### config.mk
export PLATFORM = sky130hd
export DESIGN_NAME = grant_sequencer_flat
export DESIGN_NICKNAME = d
export VERILOG_FILES = /design/src/rtl/grant_sequencer_pkg.sv /design/src/rtl/grant_sequencer_if.sv /design/src/rtl/grant_sequencer_decoder.sv /design/src/rtl/grant_sequencer.sv /design/src/flat_wrapper.sv
export SDC_FILE = /design/constraint.sdc
export NUM_CORES = 1
export LEC_CHECK = 0
export ABC_AREA = 0
export BUFFER_PORTS_ARGS = -buffer_cell sky130_fd_sc_hd__buf_2
export CAP_MARGIN = 10
export CORE_UTILIZATION = 35
export DETAILED_ROUTE_END_ITERATION = 16
export PLACE_DENSITY = 0.6
export SLEW_MARGIN = 10
export SYNTH_ARGS = -nofsm -noshare
export SYNTH_HDL_FRONTEND = slang
export SYNTH_SLANG_ARGS = --single-unit
### constraint.sdc
create_clock -name clk -period 4.2 [get_ports clk]
set_clock_uncertainty 0.1 [all_clocks]
set_input_delay 0.42 -clock clk [delete_from_list [all_inputs] [get_ports clk]]
set_output_delay 0.42 -clock clk [all_outputs]
set_load 0.02 [all_outputs]
### src/rtl/grant_sequencer_pkg.sv
// grant_sequencer_pkg: shared types, sizes and round-robin pick for the grant sequencer
// Package arb_pkg: state encoding, requester count, address width, rr_pick helper.
package arb_pkg;
  localparam int NUM_REQ = 4;
  localparam int ADDR_W = 2;
  typedef enum logic [1:0] {IDLE = 2'd0, GRANT = 2'd1, RELEASE = 2'd2} state_t;
  // Walk from the farthest candidate back to ptr so the nearest asserted bit wins.
  function automatic logic [ADDR_W-1:0] rr_pick(input logic [NUM_REQ-1:0] req, input logic [ADDR_W-1:0] ptr);
    logic [ADDR_W-1:0] idx;
    rr_pick = ptr;
    for (int k = NUM_REQ - 1; k >= 0; k--) begin
      idx = ptr + ADDR_W'(k);
      if (req[idx]) rr_pick = idx;
    end
  endfunction
endpackage

### src/rtl/grant_sequencer_if.sv
// grant_sequencer_if: request/grant bundle between requesters (master) and the arbiter (slave)
// Signals: req[3:0], done (from requesters); gnt[3:0], gnt_addr[1:0], gnt_valid, timeout (from arbiter).
interface grant_sequencer_if;
  import arb_pkg::*;
  logic [NUM_REQ-1:0] req;
  logic done;
  logic [NUM_REQ-1:0] gnt;
  logic [ADDR_W-1:0] gnt_addr;
  logic gnt_valid;
  logic timeout;
  modport master (output req, done, input gnt, gnt_addr, gnt_valid, timeout);
  modport slave (input req, done, output gnt, gnt_addr, gnt_valid, timeout);
endinterface

### src/rtl/grant_sequencer_decoder.sv
// grant_decoder: 2-to-4 one-hot decoder with enable
// Ports: i_addr (binary index), i_en (enable), o_onehot (decoded, all-zero when disabled).
module grant_decoder
  import arb_pkg::*;
(
  input  logic [ADDR_W-1:0]  i_addr,
  input  logic               i_en,
  output logic [NUM_REQ-1:0] o_onehot
);
  assign o_onehot = i_en ? NUM_REQ'(1) << i_addr : '0;
endmodule

### src/rtl/grant_sequencer.sv
// grant_sequencer: round-robin 4-way grant FSM (IDLE/GRANT/RELEASE) with optional forced release
// Ports: clk, rst_n (async active-low), bus (grant_sequencer_if.slave).
// Macro ARB_TIMEOUT_EN enables the TIMEOUT_CYCLES hold limit and the timeout pulse.
module grant_sequencer
  import arb_pkg::*;
#(
  parameter int TIMEOUT_CYCLES = 16
) (
  input  logic             clk,
  input  logic             rst_n,
  grant_sequencer_if.slave bus
);
  if (TIMEOUT_CYCLES < 2 || TIMEOUT_CYCLES > 255) begin : g_bad_timeout
    $error("TIMEOUT_CYCLES must be within 2..255");
  end
  state_t r_state;
  logic [ADDR_W-1:0] r_ptr;
  logic [ADDR_W-1:0] r_addr;
  logic r_valid;
  logic w_expire;
`ifdef ARB_TIMEOUT_EN
  logic [7:0] r_cnt;
  logic r_timeout;
  assign w_expire = r_cnt == 8'(TIMEOUT_CYCLES - 1);
  assign bus.timeout = r_timeout;
`else
  assign w_expire = 1'b0;
  assign bus.timeout = 1'b0;
`endif
  always_ff @(posedge clk or negedge rst_n) begin
    if (!rst_n) begin
      r_state <= IDLE;
      r_ptr <= '0;
      r_addr <= '0;
      r_valid <= 1'b0;
`ifdef ARB_TIMEOUT_EN
      r_cnt <= '0;
      r_timeout <= 1'b0;
`endif
    end else begin
      case (r_state)
        IDLE: if (|bus.req) begin
          r_addr <= rr_pick(bus.req, r_ptr);
          r_valid <= 1'b1;
          r_state <= GRANT;
`ifdef ARB_TIMEOUT_EN
          r_cnt <= '0;
`endif
        end
        GRANT: if (bus.done || !bus.req[r_addr] || w_expire) begin
          r_state <= RELEASE;
          r_valid <= 1'b0;
          r_ptr <= r_addr + 1'b1;
`ifdef ARB_TIMEOUT_EN
          // Only a release caused purely by the hold limit counts as forced.
          r_timeout <= w_expire && bus.req[r_addr] && !bus.done;
        end else begin
          r_cnt <= r_cnt + 8'd1;
`endif
        end
        RELEASE: begin
          r_state <= IDLE;
`ifdef ARB_TIMEOUT_EN
          r_timeout <= 1'b0;
`endif
        end
        default: r_state <= IDLE;
      endcase
    end
  end
  assign bus.gnt_addr = r_addr;
  assign bus.gnt_valid = r_valid;
  grant_decoder u_dec (
    .i_addr  (r_addr),
    .i_en    (r_valid),
    .o_onehot(bus.gnt)
  );
endmodule

### src/flat_wrapper.sv
// flat-port wrapper written by rule: the top's interface ports become plain ports
module grant_sequencer_flat import arb_pkg::*;
#(
  parameter int TIMEOUT_CYCLES = 16
)
  (clk, rst_n, bus_req, bus_done, bus_gnt, bus_gnt_addr, bus_gnt_valid, bus_timeout);
  grant_sequencer_if bus_i ();
  input  logic clk;
  input  logic rst_n;
  input wire logic [$bits(bus_i.req)-1:0] bus_req;
  input wire logic [$bits(bus_i.done)-1:0] bus_done;
  output wire logic [$bits(bus_i.gnt)-1:0] bus_gnt;
  output wire logic [$bits(bus_i.gnt_addr)-1:0] bus_gnt_addr;
  output wire logic [$bits(bus_i.gnt_valid)-1:0] bus_gnt_valid;
  output wire logic [$bits(bus_i.timeout)-1:0] bus_timeout;
  assign bus_i.req = bus_req;
  assign bus_i.done = bus_done;
  assign bus_gnt = bus_i.gnt;
  assign bus_gnt_addr = bus_i.gnt_addr;
  assign bus_gnt_valid = bus_i.gnt_valid;
  assign bus_timeout = bus_i.timeout;
  grant_sequencer #(.TIMEOUT_CYCLES(TIMEOUT_CYCLES)) u_core (.clk(clk), .rst_n(rst_n), .bus(bus_i));
endmodule
==> results of run 1 <==
-- per-stage QoR --
step / hold slack (ps) / util (%) / cell area (um^2)
after floorplan: 24.4 / - / 519
final: 433 / 47.4 / 632
after detailed placement: 160 / 44.7 / 596
after global routing: 436 / 47.4 / 632
after CTS: 429 / 47.4 / 632
after global placement: 158 / 44.7 / 596
-- layout make-up --
cell class / instances / area [um^2]
Multi-Input combinational cell: 39 / 322
Clock buffer: 4 / 26.3
Fill cell: 141 / 702
Sequential cell: 7 / 175
Timing Repair Buffer: 14 / 75.1
Tap cell: 15 / 18.8
Inverter: 4 / 15.0
-- per-layer routing --
metal	up-vias	wire length [um]	track usage, %
met1	185	508	18.0
met4	0	8	5.00
li1	218	-	-
met5	-	0	0
met2	12	435	21.4
met3	2	50	5.00
-- cell families after synthesis --
family,count (synthesis)
AO/OA/AOI/OAI,12
adder cells (fa/ha/maj),4
buffers and inverters,5
flip-flops,7
multiplexers,4
other,1
AND/OR/NAND/NOR,18
-- final timing paths --
kind                                               startpoint                                  to  slack [ps]
max                        u_core.bus.gnt_addr[0]$_DFFE_PN0P_                          bus_gnt[2]        2340
min                                                     rst_n    u_core.bus.gnt_valid$_DFFE_PN0P_         430
max reg2reg                u_core.bus.gnt_addr[0]$_DFFE_PN0P_         u_core.r_ptr[1]$_DFFE_PN0P_        2420
min reg2reg                  u_core.bus.gnt_valid$_DFFE_PN0P_    u_core.bus.gnt_valid$_DFFE_PN0P_         500
max in group asynchronous                               rst_n  u_core.bus.gnt_addr[0]$_DFFE_PN0P_        3420
min in group clk                                   bus_req[1]  u_core.bus.gnt_addr[1]$_DFFE_PN0P_         450
-- power by group through the flow --
stage	sequential (W)	clock (W)	combinational (W)
final	0.000149	0.0000581	0.000239
after global routing	0.000155	0.0000644	0.000269
after CTS	0.000149	0.0000609	0.000242
after detailed placement	0.000149	0	0.000239
after global placement	0.000147	0	0.000241
after floorplan	0.000155	0	0.000166
-- critical path, cell delays in order, from the launching register on --
cell and delay, ps:
dfrtp_1 520, inv_1 110, ha_1 200, and2_1 120
buf_2 150
-- sequential cells by signal, summed over array words and instances, names as in the netlist --
register	count
u_core.bus.gnt_addr	2
u_core.r_ptr	2
u_core.bus.gnt_valid	1
u_core.r_state	2
-- cell usage in the layout, fill, tap and decap left out, drive strengths merged --
cell,instances
buf,13
dfrtp,7
inv,4
and2,4
nor2b,4
o21ai,4
ha,4
clkbuf,4
mux2,3
nor2,3
nand2b,2
nor3,2
a221oi,1
mux2i,1
nor4,1
a21oi,1
and3b,1
a2111o,1
o31a,1
a31oi,1
a22oi,1
or3b,1
o211a,1
a32o,1
conb,1
dlygate4sd3,1
==> results.cfg, run 1 <==
[run_status]
status = finished, final reports clean

[floorplanning]
boundaryPins = 15
start_util_pct = 38.9
die_h_um = 40.5
core_area_um2 = 1330
fp.dieArea_um2 = 1640
rows = 13
die_x_um = 40.5

[synthesis]
synth_warnings = 0
synth-simple-area-share_pct = 20.7
yosys_most_used_dff = dfrtp_1
synth-compound-area-share_pct = 20.2
netlist.area_leader.share_pct = 33.7
synth_edf_count = 0
synthMuxAreaShare_pct = 10.6
netlist_top_cells_area = dfrtp_1, ha_1, mux2_4
syn_area_um2 = 519
synth_cell_types = 24
synth_top_cell_by_area = dfrtp_1
synth-xor-area-share_pct = 0
synth_fa_ha_area_share_pct = 9.64
syn_avg_cell_area_um2 = 10.2
netlist_instances = 51
synth.net_count = 62
synth.most_common_cell = dfrtp_1
synth_top_family_by_area = simple AND/OR/NAND/NOR gates
yosysSeqAreaShare_pct = 33.7
ys_seq_elements = 7
synthArstFlopShare_pct = 100

[setup_path]
critPathLaunchType = flip-flop
path_class = flip-flop to output pin
required_ps = 3680
critPathMaxFanout = 8
rr_worst_depth = 3
crit_path_end_kind = output pin
cp.arrival_ps = 1340

[power_and_ir_drop]
total_power_w = 0.000446
switching_share_pct = 44.2
p_leak_nw = 0.316
comb_power_share_pct = 53.6
p_clk_share_pct = 13.0
peakVddDrop_mv = 0.405
p_sw_w = 0.000197
power.share.sequential_pct = 33.4
p_int_w = 0.000249
p_per_area_nw_per_um2 = 706

[global_route]
grt_max_degree = 9
grt_pass1_vias = 329
antenna_found_initial = 0
globalRoute.totalOverflow = 0
grt_pass1_wl_mm = 1.43
globalRouteTotalUtil_pct = 14.0

[drt]
drt_iter0_drc = 5
drtAntennaViolNets = 0
vias_per_cell = 5.02
first_pass_iters = 4
routed_wl_mm = 1.00
vias = 417
avgRoutedWirePerCell_um = 12.1
route.detailed.drc = 0

[layout]
drive_gt1_share_pct = 30.9
nNetsFinal = 80
n_antenna_cell = 0
instances_no_fill = 83
area_growth_syn_to_layout_pct = 21.7

[clocking]
ctsResizeCount = 0
cts_root_buf = clkbuf_4
insertion_delay_ps = 240
postCtsSetupBuffers = 0
cts_inserted_buffers = 3
cts.sinks = 7
cts_buffer_depth = 2
htreeDepth = 1
cts_tree = yes
hold_buffers = 1
path_clk_slew_ps = 50

[sta]
rsz0062_at_grt = no
slew_violations = 0
final_hold_viol_count = 0
min_period_ps = 1860
post-route-period-util_pct = 44.4
tns_ps = 0
fmax_mhz = 536
setup_viol = 0
fin_ws_ps = 2340

[run]
cap_violations = 0

[placement]
numPlacedInstances = 78
io_buffers = 13
gp_congestion = 0.759
dp_hpwl_um = 811
place_ws_ps = 2430

[worst_hold_path]
hold_class = input pin to asynchronous set/reset pin
Note: power is estimated with default switching activity, not from simulation.
==> inputs of run 2 (changes only) <==
- PLACE_DENSITY: 0.6 -> 0.62
- clock period: 4.2 -> 1.5 ns (I/O delays scaled with it)
==> results.cfg, run 2 (synthesis results as in run 1) <==
[setup_path]
rr_worst_depth = 3
crit_path_end_kind = flip-flop
required_ps = 1530
cp_cell_sequence = mux2_4, a221oi_4, mux2_4
regToRegSetupSlack_ps = -100
cp.arrival_ps = 1640
timing.rr.start = u_core.bus.gnt_addr[0]$_DFFE_PN0P_
rr_endpoint = u_core.r_ptr[1]$_DFFE_PN0P_
critPathLaunchType = flip-flop
startpoint = u_core.bus.gnt_addr[0]$_DFFE_PN0P_
critPathMaxStageDelay_ps = 430
path_common_cell = mux2_4
crit_path_top_delay_cell = dfrtp_2
path_class = flip-flop to flip-flop
critPathMaxFanout = 3

[sta]
post-route-period-util_pct = 107
slew_violations = 0
fmax_mhz = 625
rsz0062_at_grt = yes
fin_ws_ps = -100
hold-worst-slack_ps = 158
setup_viol = 3
final_hold_viol_count = 0
min_period_ps = 1600

[drt]
routed_wl_mm = 1.15
route.detailed.drc = 0
vias = 454
vias_per_cell = 5.04
drt_iter0_drc = 7
drtAntennaViolNets = 0
avgRoutedWirePerCell_um = 12.8
first_pass_iters = 3

[clocking]
cts.sinks = 7
cts_root_buf = clkbuf_4
cts_buffer_depth = 2
cts_tree = yes
cts_inserted_buffers = 3
htreeDepth = 1
path_clk_slew_ps = 50
insertion_delay_ps = 250

[power_and_ir_drop]
peakVddDrop_mv = 1.35
p_leak_nw = 0.360
p_per_area_nw_per_um2 = 2050

[worst_hold_path]
hold_class = input pin to asynchronous set/reset pin

[run_status]
violations = setup timing
status = finished with violations

[placement]
gp_congestion = 0.798
io_buffers = 13
dp_hpwl_um = 873
place_area_um2 = 642
place_ws_ps = -79.7

[global_route]
globalRoute.totalOverflow = 0
grtUsageMet1_pct = 16.6
grt_max_degree = 8
grt_use_met3_pct = 6.67
grt_pass1_vias = 385
grt_pass1_wl_mm = 1.56
top_usage_layer = met2
antenna_found_initial = 0
met2_usage_pct = 26.2
globalRouteTotalUtil_pct = 15.3

[layout]
num-fill-cells = 126
nNetsFinal = 87
final_cell_mix = buf_2, buf_6, dfrtp_1
n_antenna_cell = 0
finalInstanceArea_um2 = 771
register_area_um2 = 176
drive_gt1_share_pct = 50.7
area_growth_syn_to_layout_pct = 48.4
layout_commonest_cell = buf_2
multiInputGateArea_um2 = 369

[floorplanning]
start_util_pct = 38.9
die_x_um = 40.5
fp.dieArea_um2 = 1640
die_h_um = 40.5
core_area_um2 = 1330
boundaryPins = 15
rows = 13

[run]
cap_violations = 0
run 2: worst max path at each step:
stage                             endpoint  slack (ps)  cells past startpoint
4_1_cts        u_core.r_ptr[1]$_DFFE_PN0P_        -100                      3
3_3_place_gp   u_core.r_ptr[1]$_DFFE_PN0P_         -60                      3
3_5_place_dp   u_core.r_ptr[1]$_DFFE_PN0P_         -80                      3
6_report       u_core.r_ptr[1]$_DFFE_PN0P_        -100                      3
2_1_floorplan  u_core.r_ptr[1]$_DFFE_PN0P_        -190                      3
5_1_grt        u_core.r_ptr[0]$_DFFE_PN0P_        -140                      4
run 2: metal layers:
layer / vias up / part of all wire (%)
met4: 0 / 0
li1: 231 / -
met1: 211 / 45
met2: 12 / 50
met5: - / 0
met3: 0 / 4.3
run 2: layout make-up:
type,count,area share [%]
multi-input combinational,39,47.9
sequential,7,22.9
timing repair buffer,21,20.8
clock buffer,4,3.41
inverter,4,2.60
tap,15,2.44
run 2: per-stage QoR:
stage | power (W) | std cells | util (%) | setup TNS, ps
3_3_place_gp | 0.00117 | 84 | 48.1 | -84.0
4_1_cts | 0.00137 | 89 | 51.0 | -470
2_1_floorplan | 0.000901 | 51 | - | -221
6_report | 0.00158 | 90 | 57.8 | -216
5_1_grt | 0.00172 | 90 | 57.8 | -444
3_5_place_dp | 0.00119 | 84 | 48.1 | -154
run 2: repair_timing:
item / 4_1_cts / 5_1_grt
setup buffers: 0 / 1
resized for setup: 1 / 23
pin swaps: 0 / 3
hold buffers: 1 / 0
hold endpoints to repair: 7 / 0
setup endpoints to repair: 6 / 7
run 2: critical path: cells and delay by family (launching register included):
kind / cells / cell delay, ps
compound gates: 1 / 300
flops: 1 / 430
mux: 2 / 650
run 2: power breakdown:
part | internal (W) | switching (W)
Combinational | 0.000532 | 0.000506
Clock | 0.000101 | 0.0000661
Sequential | 0.000289 | 0.0000864
Total | 0.000922 | 0.000659
==> inputs of run 3 (changes only) <==
- PLACE_DENSITY: 0.62 -> 0.6
- clock period: 1.5 -> 1.8 ns (I/O delays scaled with it)
==> results.cfg, run 3 (synthesis results as in run 1) <==
[sta]
rsz0062_at_grt = no
fmax_mhz = 609
fin_ws_ps = 158
post-route-period-util_pct = 91.2
min_period_ps = 1640
slew_violations = 0
setup_viol = 0
tns_ps = 0
final_hold_viol_count = 0

[global_route]
globalRouteTotalUtil_pct = 15.7
grt_max_degree = 9
antenna_found_initial = 0
grt_pass1_vias = 376
globalRoute.totalOverflow = 0
grt_pass1_wl_mm = 1.61

[worst_hold_path]
hold_class = input pin to flip-flop
hold_depth = 3
min_from = bus_req[1]
min_to = u_core.bus.gnt_addr[1]$_DFFE_PN0P_

[layout]
nNetsFinal = 81
num-fill-cells = 141
area_growth_syn_to_layout_pct = 23.4
register_area_um2 = 176
n_antenna_cell = 0
layout_commonest_cell = buf_2
final_cell_mix = buf_2, dfrtp_1
fin_util_pct = 48.0
instances_no_fill = 84
drive_gt1_share_pct = 33.3
multiInputGateArea_um2 = 322

[placement]
place_ws_ps = 152
io_buffers = 13
gp_congestion = 0.845
numPlacedInstances = 79
dp_hpwl_um = 786

[power_and_ir_drop]
p_leak_nw = 0.320
total_power_w = 0.00107
peakVddDrop_mv = 0.772
p_per_area_nw_per_um2 = 1670

[run_status]
status = finished, final reports clean

[clocking]
cts.sinks = 7
insertion_delay_ps = 260
htreeDepth = 1
ctsResizeCount = 0
cts_tree = yes
path_clk_slew_ps = 60
cts_inserted_buffers = 3
cts_root_buf = clkbuf_4
cts_buffer_depth = 2

[floorplanning]
rows = 13
die_h_um = 40.5
fp.dieArea_um2 = 1640
boundaryPins = 15
die_x_um = 40.5
start_util_pct = 38.9
core_area_um2 = 1330

[drt]
route.detailed.drc = 0
first_pass_iters = 2
avgRoutedWirePerCell_um = 11.9
drtAntennaViolNets = 0
routed_wl_mm = 1.00
vias_per_cell = 5.07
vias = 426
drt_iter0_drc = 4

[setup_path]
cp.arrival_ps = 1690
rr_worst_depth = 3
critPathMaxFanout = 8
timing.rr.start = u_core.bus.gnt_addr[0]$_DFFE_PN0P_
crit_buf_inv = 0
critPathLaunchType = flip-flop
critPathMaxStageDelay_ps = 460
rr_endpoint = u_core.r_ptr[1]$_DFFE_PN0P_
cp_cell_sequence = mux2_4, a221oi_4, mux2_4
path_class = flip-flop to flip-flop
cpLargestDelayFamily = multiplexers
required_ps = 1840
path_common_cell = mux2_4
crit_path_end_kind = flip-flop
crit_path_top_delay_cell = dfrtp_2
regToRegSetupSlack_ps = 160

[run]
cap_violations = 0
run 3: cell types whose count changed in the layout (fill, tap and decap cells not counted), sizes merged:
cell  before  now
buf       20   14
run 3: worst max-delay path by stage:
stage / from / endpoint / slack [ps] / depth (start not counted)
6_report: u_core.bus.gnt_addr[0]$_DFFE_PN0P_ / u_core.r_ptr[1]$_DFFE_PN0P_ / 160 / 3
5_1_grt: u_core.bus.gnt_addr[0]$_DFFE_PN0P_ / u_core.r_ptr[0]$_DFFE_PN0P_ / 50 / 4
4_1_cts: u_core.bus.gnt_addr[0]$_DFFE_PN0P_ / u_core.r_ptr[1]$_DFFE_PN0P_ / 150 / 3
3_5_place_dp: u_core.bus.gnt_addr[0]$_DFFE_PN0P_ / u_core.r_ptr[1]$_DFFE_PN0P_ / 150 / 3
3_3_place_gp: u_core.bus.gnt_addr[0]$_DFFE_PN0P_ / u_core.r_ptr[1]$_DFFE_PN0P_ / 170 / 3
2_1_floorplan: u_core.bus.gnt_addr[0]$_DFFE_PN0P_ / u_core.r_ptr[1]$_DFFE_PN0P_ / 90 / 3
run 3: final cells by class:
class / count / area share, %
inverters: 4 / 2.34
flip-flops and latches: 7 / 27.5
repair buffers: 15 / 12.9
multi-input cells: 39 / 50.2
clock buffers: 4 / 4.10
well taps: 15 / 2.93
run 3: worst reg2reg max path, stage by stage (launching register included):
cell and delay, ps:
dfrtp_2 460, mux2_4 340, a221oi_4 320, mux2_4 320
run 3: through the flow:
| stage | hold WS, ps | instance area [um^2] |
|---|---|---|
| final | 181 | 641 |
| after global routing | 193 | 641 |
| after CTS | 185 | 641 |
| after detailed placement | -69.8 | 604 |
| after global placement | -74.4 | 604 |
| after floorplan | -216 | 520 |
run 3: metal layers:
layer  vias up  track usage [%]  wire length, um
met4         0             5.00                7
met2        11             23.8              463
met3         2             8.33               63
li1        217                -                -
met1       196             18.7              466
met5         -                0                0
run 3: repair_timing:
action | in CTS | in global routing
hold buffers | 1 | 0
buffers inserted | 0 | 0
hold endpoints to repair | 7 | 0
run 3: power breakdown:
| part | leakage [nW] | internal [W] | total (W) | switching (W) |
|---|---|---|---|---|
| clock network | 0.0150 | 0.0000848 | 0.000146 | 0.0000613 |
| logic | 0.224 | 0.000275 | 0.000576 | 0.000301 |
| registers | 0.0809 | 0.000240 | 0.000347 | 0.000106 |
| total | 0.320 | 0.000600 | 0.00107 | 0.000469 |
